==> src/rtl/unidade_controle_multiciclo_pkg.sv <==
// Shared opcode map, state encoding and opcode classification for the multi-cycle control unit.
package uc_pkg;

    localparam logic [5:0] OP_ADD    = 6'b000000;
    localparam logic [5:0] OP_SUB    = 6'b000001;
    localparam logic [5:0] OP_AND    = 6'b000010;
    localparam logic [5:0] OP_OR     = 6'b000011;
    localparam logic [5:0] OP_XOR    = 6'b000100;
    localparam logic [5:0] OP_NOT    = 6'b000101;
    localparam logic [5:0] OP_SHR    = 6'b000110;
    localparam logic [5:0] OP_SHL    = 6'b000111;
    localparam logic [5:0] OP_ADDI   = 6'b001000;
    localparam logic [5:0] OP_SUBI   = 6'b001001;
    localparam logic [5:0] OP_BEQ    = 6'b001010;
    localparam logic [5:0] OP_BNE    = 6'b001011;
    localparam logic [5:0] OP_BLE    = 6'b001100;
    localparam logic [5:0] OP_BGR    = 6'b001101;
    localparam logic [5:0] OP_JUMP   = 6'b001110;
    localparam logic [5:0] OP_JUMPJR = 6'b001111;
    localparam logic [5:0] OP_JUMPJL = 6'b010000;
    localparam logic [5:0] OP_IN     = 6'b010001;
    localparam logic [5:0] OP_OUT    = 6'b010010;
    localparam logic [5:0] OP_LOAD   = 6'b010011;
    localparam logic [5:0] OP_STORE  = 6'b010100;
    localparam logic [5:0] OP_LOADIM = 6'b010101;
    localparam logic [5:0] OP_HLT    = 6'b111111;

    localparam logic [1:0] W_DATA_ALU = 2'b00;
    localparam logic [1:0] W_DATA_MEM = 2'b01;
    localparam logic [1:0] W_DATA_IO  = 2'b11;

    typedef enum logic [2:0] {
        FETCH   = 3'd0,
        DECODE  = 3'd1,
        EXEC    = 3'd2,
        MEM     = 3'd3,
        WB      = 3'd4,
        WAIT_IN = 3'd5,
        HALTED  = 3'd6
    } state_t;

    typedef struct packed {
        logic alu;
        logic imm;
        logic branch;
        logic load;
        logic store;
        logic inp;
        logic outp;
        logic jumpjl;
        logic jumpjr;
        logic hlt;
    } op_class_t;

    function automatic op_class_t decode_op(input logic [5:0] op);
        op_class_t c;
        c = '0;
        case (op)
            OP_ADD, OP_SUB, OP_AND, OP_OR,
            OP_XOR, OP_NOT, OP_SHR, OP_SHL:   c.alu    = 1'b1;
            OP_ADDI, OP_SUBI, OP_LOADIM:      c.imm    = 1'b1;
            OP_BEQ, OP_BNE, OP_BLE, OP_BGR:   c.branch = 1'b1;
            OP_JUMP:                          c        = '0;
            OP_JUMPJR:                        c.jumpjr = 1'b1;
            OP_JUMPJL:                        c.jumpjl = 1'b1;
            OP_IN:                            c.inp    = 1'b1;
            OP_OUT:                           c.outp   = 1'b1;
            OP_LOAD:                          c.load   = 1'b1;
            OP_STORE:                         c.store  = 1'b1;
            OP_HLT:                           c.hlt    = 1'b1;
            default:                          c        = '0;
        endcase
        return c;
    endfunction

endpackage

==> src/rtl/unidade_controle_multiciclo_botao_debounce.sv <==
// Button conditioner: two-flop synchroniser, stability counter and one-cycle pulse on an accepted rising level.
module botao_debounce #(
    parameter int DEBOUNCE_CYCLES = 4
) (
    input  logic clock,
    input  logic reset,
    input  logic botao,
    output logic sync,
    output logic level,
    output logic rise
);

    localparam logic [7:0] DB_LAST = 8'(DEBOUNCE_CYCLES - 1);

    logic       sync1_r;
    logic       sync2_r;
    logic [7:0] cnt_r;

    assign sync = sync2_r;

    // Synchronise, then accept a new level only after it has held DEBOUNCE_CYCLES samples.
    always_ff @(posedge clock or negedge reset) begin
        if (!reset) begin
            sync1_r <= 1'b0;
            sync2_r <= 1'b0;
            cnt_r   <= 8'd0;
            level   <= 1'b0;
            rise    <= 1'b0;
        end else begin
            sync1_r <= botao;
            sync2_r <= sync1_r;
            if (sync2_r == level) begin
                cnt_r <= 8'd0;
                rise  <= 1'b0;
            end else if (cnt_r == DB_LAST) begin
                cnt_r <= 8'd0;
                level <= sync2_r;
                rise  <= sync2_r;
            end else begin
                cnt_r <= cnt_r + 8'd1;
                rise  <= 1'b0;
            end
        end
    end

endmodule

==> src/rtl/unidade_controle_multiciclo.sv <==
// Multi-cycle control unit: FETCH/DECODE/EXEC/MEM/WB sequencing with registered datapath strobes.
// Optional instruction counter output enabled by defining INSTR_COUNT_EN.
module unidade_controle_multiciclo
    import uc_pkg::*;
#(
    parameter int OPCODE_W        = 6,
    parameter int MEM_LAT         = 1,
    parameter int DEBOUNCE_CYCLES = 4
) (
    input  logic                clock,
    input  logic                reset,
    input  logic [OPCODE_W-1:0] Modo_Funcao_UC_Instrucao,
    input  logic                clock_botao,
    output logic                pc_write,
    output logic                ir_write,
    output logic                Seletor_Desvio_UC,
    output logic                we_UC,
    output logic                IO_UC,
    output logic                Reg_Write_UC,
    output logic                Seletor_ULA_UC,
    output logic                Seletor_regJr_UC,
    output logic                Reg_Write_Jr_UC,
    output logic                halt,
    output logic [1:0]          Seletor_W_Data_UC,
    output logic [OPCODE_W-1:0] Modo_Funcao_UC,
    output logic [2:0]          estado
`ifdef INSTR_COUNT_EN
    ,
    output logic [31:0]         instr_count
`endif
);

    localparam logic [3:0] MEM_LAST = 4'(MEM_LAT);

    state_t              state_r, next_state_s;
    logic [3:0]          mem_cnt_r, mem_cnt_next_s;
    logic [OPCODE_W-1:0] op_eff_s;
    op_class_t           cls_s;
    logic                btn_sync_s, btn_level_s, btn_rise_s;
    logic                armed_r;
    logic                n_pc, n_ir, n_desv, n_we, n_io, n_rw, n_ula, n_rjr, n_rjl, n_halt;
    logic [1:0]          n_wd;

    botao_debounce #(.DEBOUNCE_CYCLES(DEBOUNCE_CYCLES)) u_botao (
        .clock (clock),
        .reset (reset),
        .botao (clock_botao),
        .sync  (btn_sync_s),
        .level (btn_level_s),
        .rise  (btn_rise_s)
    );

    // In DECODE the opcode comes straight from the IR; afterwards from the latched copy.
    assign op_eff_s = (state_r == DECODE) ? Modo_Funcao_UC_Instrucao : Modo_Funcao_UC;
    assign cls_s    = (op_eff_s == OPCODE_W'(op_eff_s[5:0])) ? decode_op(op_eff_s[5:0]) : '0;
    assign estado   = state_r;

    // Next-state and MEM wait counter.
    always_comb begin
        next_state_s   = state_r;
        mem_cnt_next_s = mem_cnt_r;
        case (state_r)
            FETCH:   next_state_s = DECODE;
            DECODE: begin
                if (cls_s.hlt)      next_state_s = HALTED;
                else if (cls_s.inp) next_state_s = WAIT_IN;
                else                next_state_s = EXEC;
            end
            EXEC: begin
                if (cls_s.load || cls_s.store) begin
                    next_state_s   = MEM;
                    mem_cnt_next_s = 4'd0;
                end else begin
                    next_state_s   = WB;
                end
            end
            MEM: begin
                if (mem_cnt_r == MEM_LAST) next_state_s   = WB;
                else                       mem_cnt_next_s = mem_cnt_r + 4'd1;
            end
            WB:      next_state_s = FETCH;
            WAIT_IN: begin
                if (btn_rise_s && armed_r) next_state_s = WB;
                else                       next_state_s = WAIT_IN;
            end
            HALTED:  next_state_s = HALTED;
            default: next_state_s = FETCH;
        endcase
    end

    // Output values for the state being entered; registered below.
    always_comb begin
        n_pc   = 1'b0;
        n_ir   = 1'b0;
        n_desv = 1'b0;
        n_we   = 1'b0;
        n_io   = 1'b0;
        n_rw   = 1'b0;
        n_ula  = 1'b0;
        n_rjr  = 1'b1;
        n_rjl  = 1'b0;
        n_halt = 1'b0;
        n_wd   = W_DATA_ALU;
        case (next_state_s)
            FETCH:   n_ir = 1'b1;
            EXEC: begin
                n_ula  = cls_s.imm;
                n_desv = cls_s.branch;
            end
            MEM:     n_we = cls_s.store && (mem_cnt_next_s == MEM_LAST);
            WB: begin
                n_pc  = 1'b1;
                n_rw  = cls_s.alu || cls_s.imm || cls_s.load || cls_s.inp;
                n_io  = cls_s.outp;
                n_rjl = cls_s.jumpjl;
                n_rjr = ~cls_s.jumpjr;
                if (cls_s.load)                    n_wd = W_DATA_MEM;
                else if (cls_s.inp || cls_s.outp)  n_wd = W_DATA_IO;
                else                               n_wd = W_DATA_ALU;
            end
            WAIT_IN: begin
                n_halt = 1'b1;
                n_io   = 1'b1;
            end
            HALTED:  n_halt = 1'b1;
            default: n_ir = 1'b0;
        endcase
    end

    // State, counters and registered outputs.
    always_ff @(posedge clock or negedge reset) begin
        if (!reset) begin
            state_r           <= FETCH;
            mem_cnt_r         <= 4'd0;
            Modo_Funcao_UC    <= '0;
            pc_write          <= 1'b0;
            ir_write          <= 1'b0;
            Seletor_Desvio_UC <= 1'b0;
            we_UC             <= 1'b0;
            IO_UC             <= 1'b0;
            Reg_Write_UC      <= 1'b0;
            Seletor_ULA_UC    <= 1'b0;
            Seletor_regJr_UC  <= 1'b1;
            Reg_Write_Jr_UC   <= 1'b0;
            halt              <= 1'b0;
            Seletor_W_Data_UC <= W_DATA_ALU;
        end else begin
            state_r           <= next_state_s;
            mem_cnt_r         <= mem_cnt_next_s;
            Modo_Funcao_UC    <= op_eff_s;
            pc_write          <= n_pc;
            ir_write          <= n_ir;
            Seletor_Desvio_UC <= n_desv;
            we_UC             <= n_we;
            IO_UC             <= n_io;
            Reg_Write_UC      <= n_rw;
            Seletor_ULA_UC    <= n_ula;
            Seletor_regJr_UC  <= n_rjr;
            Reg_Write_Jr_UC   <= n_rjl;
            halt              <= n_halt;
            Seletor_W_Data_UC <= n_wd;
        end
    end

    // A button already high when WAIT_IN is entered must be released before a press counts.
    always_ff @(posedge clock or negedge reset) begin
        if (!reset) begin
            armed_r <= 1'b0;
        end else if (state_r == DECODE && next_state_s == WAIT_IN) begin
            armed_r <= ~btn_sync_s;
        end else if (state_r == WAIT_IN && !btn_level_s && !btn_sync_s) begin
            armed_r <= 1'b1;
        end else begin
            armed_r <= armed_r;
        end
    end

`ifdef INSTR_COUNT_EN
    // Counts completed write-back cycles, wrapping naturally at 32 bits.
    always_ff @(posedge clock or negedge reset) begin
        if (!reset) begin
            instr_count <= 32'd0;
        end else if (state_r == WB) begin
            instr_count <= instr_count + 32'd1;
        end else begin
            instr_count <= instr_count;
        end
    end
`endif

endmodule

==> config.mk <==
export PLATFORM = sky130hd
export DESIGN_NAME = unidade_controle_multiciclo
export DESIGN_NICKNAME = d
export VERILOG_FILES = /design/src/rtl/unidade_controle_multiciclo_pkg.sv /design/src/rtl/unidade_controle_multiciclo_botao_debounce.sv /design/src/rtl/unidade_controle_multiciclo.sv
export SDC_FILE = /design/constraint.sdc
export NUM_CORES = 1
export LEC_CHECK = 0
export BUFFER_PORTS_ARGS = -buffer_cell sky130_fd_sc_hd__buf_2
export CAP_MARGIN = 40
export CORE_AREA = 4 4 75 77
export CTS_BUF_LIST = sky130_fd_sc_hd__clkbuf_4 sky130_fd_sc_hd__clkbuf_8 sky130_fd_sc_hd__clkbuf_16
export DETAILED_ROUTE_END_ITERATION = 16
export DIE_AREA = 0 0 79 81
export PLACE_DENSITY = 0.66
export SLEW_MARGIN = 20
export SYNTH_ARGS = -nofsm -noshare
export SYNTH_HDL_FRONTEND = slang
export SYNTH_SLANG_ARGS = --single-unit
==> constraint.sdc <==
create_clock -name clock -period 5.5 [get_ports clock]
set_clock_uncertainty 0.05 [all_clocks]
set_input_delay 0.275 -clock clock [delete_from_list [all_inputs] [get_ports clock]]
set_output_delay 0.275 -clock clock [all_outputs]
set_load 0.02 [all_outputs]
==> metrics.yaml <==
post-route-period-util: 0.590
drive_above_1_share: 0.229
power_frac_comb: 0.428
reg2reg_from: "estado[0]"
placed_cells: 283
clkTransAtPathRegs_ns: 0.08
cts_buffer_depth: 2
synth_flop_cell: "dfrtp_1"
grt_max_degree: 39
worst_setup_path_end_kind: "flop"
syn_to_final_growth_pct: 20.3
num_io_pins: 30
finalWorstPathRequiredPeriod_ns: 3.25
crit_slowest_cell: "nor3b_2"
hold_class: "primary input to flop"
required_ns: 5.66
p_sw_frac: 0.406
fin_ws_ns: 2.25
grt-ovfl-total: 0
portBuffers: 29
netlist_area_um2: 1940
yosysSeqAreaShare: 0.492
synth_nets: 200
clkSinkCount: 38
yosys.area.top_type: "dfrtp_1"
cts_tree: "built"
diodes: 0
start_kind: "flop"
clk_latency_ns: 0.29
synth_edf_count: 0
crit_arrival_ns: 3.40
fin_util: 0.465
power_density_nw_per_um2: 565
power_frac_clock: 0.222
grt_pass1_vias: 1397
drt-pass1-iter-count: 4
drt_iter0_markers: 123
initial_core_util: 0.387
gp_congestion: 0.832
wl_um: 4060
regToRegSetupSlack_ns: 2.25
post_cts_resized: 0
die_w_um: 79
synth_commonest_cells: "dfrtp_1 (37), nand2_1 (16), nor2_1 (14), inv_1 (8), o21ai_0 (7)"
nNetsFinal: 234
via_per_inst: 5.17
yosysMostFrequentCell: "dfrtp_1"
stdcell_count: 293
ir_drop_mv: 0.168
antenna_found_initial: 0
cap_viol_max_count: 0
avgSynthCellArea_um2: 10.3
path_max_fanout: 17
grt_use_total: 0.132
wire_per_inst_um: 13.9
synth-seq-cells: 38
setup.worst_path.start: "estado[0]"
outcome: "finished, final reports clean"
vias: 1514
crit_family: "simple AND/OR/NAND/NOR gates"
slew_headroom: 0.495
fmax_ghz: 0.308
ys_types: 49
crit_chain: "nor3b_2, buf_6, or4b_1, o22ai_2, a211o_1, a211o_1, or4_1"
worst_pin_slew_ns: 0.754
switchingPower_mw: 0.535
worstSetupEndpoint: "Seletor_regJr_UC"
seq_power_share: 0.350
path_common_cell: "a211o_1"
reg2reg_to: "Seletor_regJr_UC"
netlist.area_leader.share: 0.478
dp_hpwl_um: 2950
cts_htree_levels: 2
core_area_um2: 5010
synth_area_leaders: "dfrtp_1 (48%), nand2_1 (3.1%), nor2_1 (2.7%)"
p_int_mw: 0.781
rows: 26
cts-root-buf: "clkbuf_8"
rsz0062_at_grt: "false"
place_ws_ns: 2.32
crit_cells: 7
critPathMaxStageDelay_ns: 0.71
drc: 0
cts_made_buffers: 5
grt_first_pass_wirelength_um: 6740
synthCells: 188
fp.dieArea_um2: 6400
power_mw: 1.32
ant_nets: 0
setup_viol_count_final: 0
worstSetupPathType: "flop to flop"
rr_worst_depth: 7
critPathBufInv: 1
leakagePower_nw: 1.06
die_h_um: 81
synth-async-reset-ratio: 1.00
tns_ns: 0
hold_viol_final: 0
yosysWarnings: 0
slew_violations: 0
## cell families after synthesis
| logic type | count (synthesis) | synth area share |
|---|---|---|
| xor+xnor | 9 | 0.0407 |
| buf+inv | 13 | 0.0278 |
| simple gates | 82 | 0.250 |
| flops | 38 | 0.492 |
| fa+ha+maj | 3 | 0.0194 |
| mux | 8 | 0.0433 |
| compound gates | 35 | 0.127 |
## cell type report
type	instances	area, um2
sequential	38	952
multi-input combinational	137	931
timing repair buffer	32	186
tap	70	87.6
inverter	8	30.0
clock buffer	6	82.6
fill	485	2680
clock inverter	2	60.1
## layout by cell type (no fill, tap or decap), drive strengths merged, types with 6 or more instances in the layout
cell type | netlist | routed
a21oi | 6 | 6
buf | 2 | 31
clkbuf | 3 | 6
dfrtp | 37 | 37
inv | 8 | 8
nand2 | 16 | 16
nand3 | 6 | 6
nor2 | 14 | 14
nor3 | 6 | 6
nor3b | 8 | 8
o21ai | 7 | 7
## how the worst min path moves through the flow
| stage | from | end | slack [ns] | cells past startpoint |
|---|---|---|---|---|
| 3_5_place_dp | u_botao.sync1_r | u_botao.sync | 0.31 | 0 |
| 6_report | clock_botao | u_botao.sync1_r | 0.04 | 1 |
| 4_1_cts | clock_botao | u_botao.sync1_r | 0.04 | 1 |
| 5_1_grt | clock_botao | u_botao.sync1_r | 0.03 | 1 |
| 3_3_place_gp | u_botao.sync1_r | u_botao.sync | 0.31 | 0 |
| 2_1_floorplan | reset | IO_UC | -0.07 | 0 |
## repair_timing
item | 4_1_cts | 5_1_grt
hold buffers | 0 | 1
hold endpoints to repair | 0 | 4
buffers inserted | 0 | 0
## registers in the layout, indices dropped and copies added, names as in the netlist, 2 cells and up
name	cells
u_botao.cnt_r	8
estado	3
mem_cnt_r	4
Seletor_W_Data_UC	2
Modo_Funcao_UC	6
## layer usage
layer | global-route usage | part of all wire | wire [um]
met1 | 0.169 | 0.47 | 1910
met2 | 0.213 | 0.46 | 1850
met3 | 0.0410 | 0.056 | 226
met4 | 0.0464 | 0.017 | 68
met5 | 0 | 0 | 0
## power by group through the flow
stage / sequential [mW] / clock [mW] / combinational [mW]
global placement: 0.460 / 0 / 0.551
global route: 0.476 / 0.308 / 0.620
detailed placement: 0.462 / 0 / 0.556
CTS: 0.458 / 0.296 / 0.561
floorplan: 0.487 / 0 / 0.375
finish: 0.460 / 0.292 / 0.563
## metrics by stage
step                instance area (um2)  hold WS, ns
CTS                                2300       0.0385
global route                       2330       0.0268
finish                             2330       0.0400
detailed placement                 2160        0.307
global placement                   2150        0.314
floorplan                          1940      -0.0706
(Power assumes the default switching activity.)
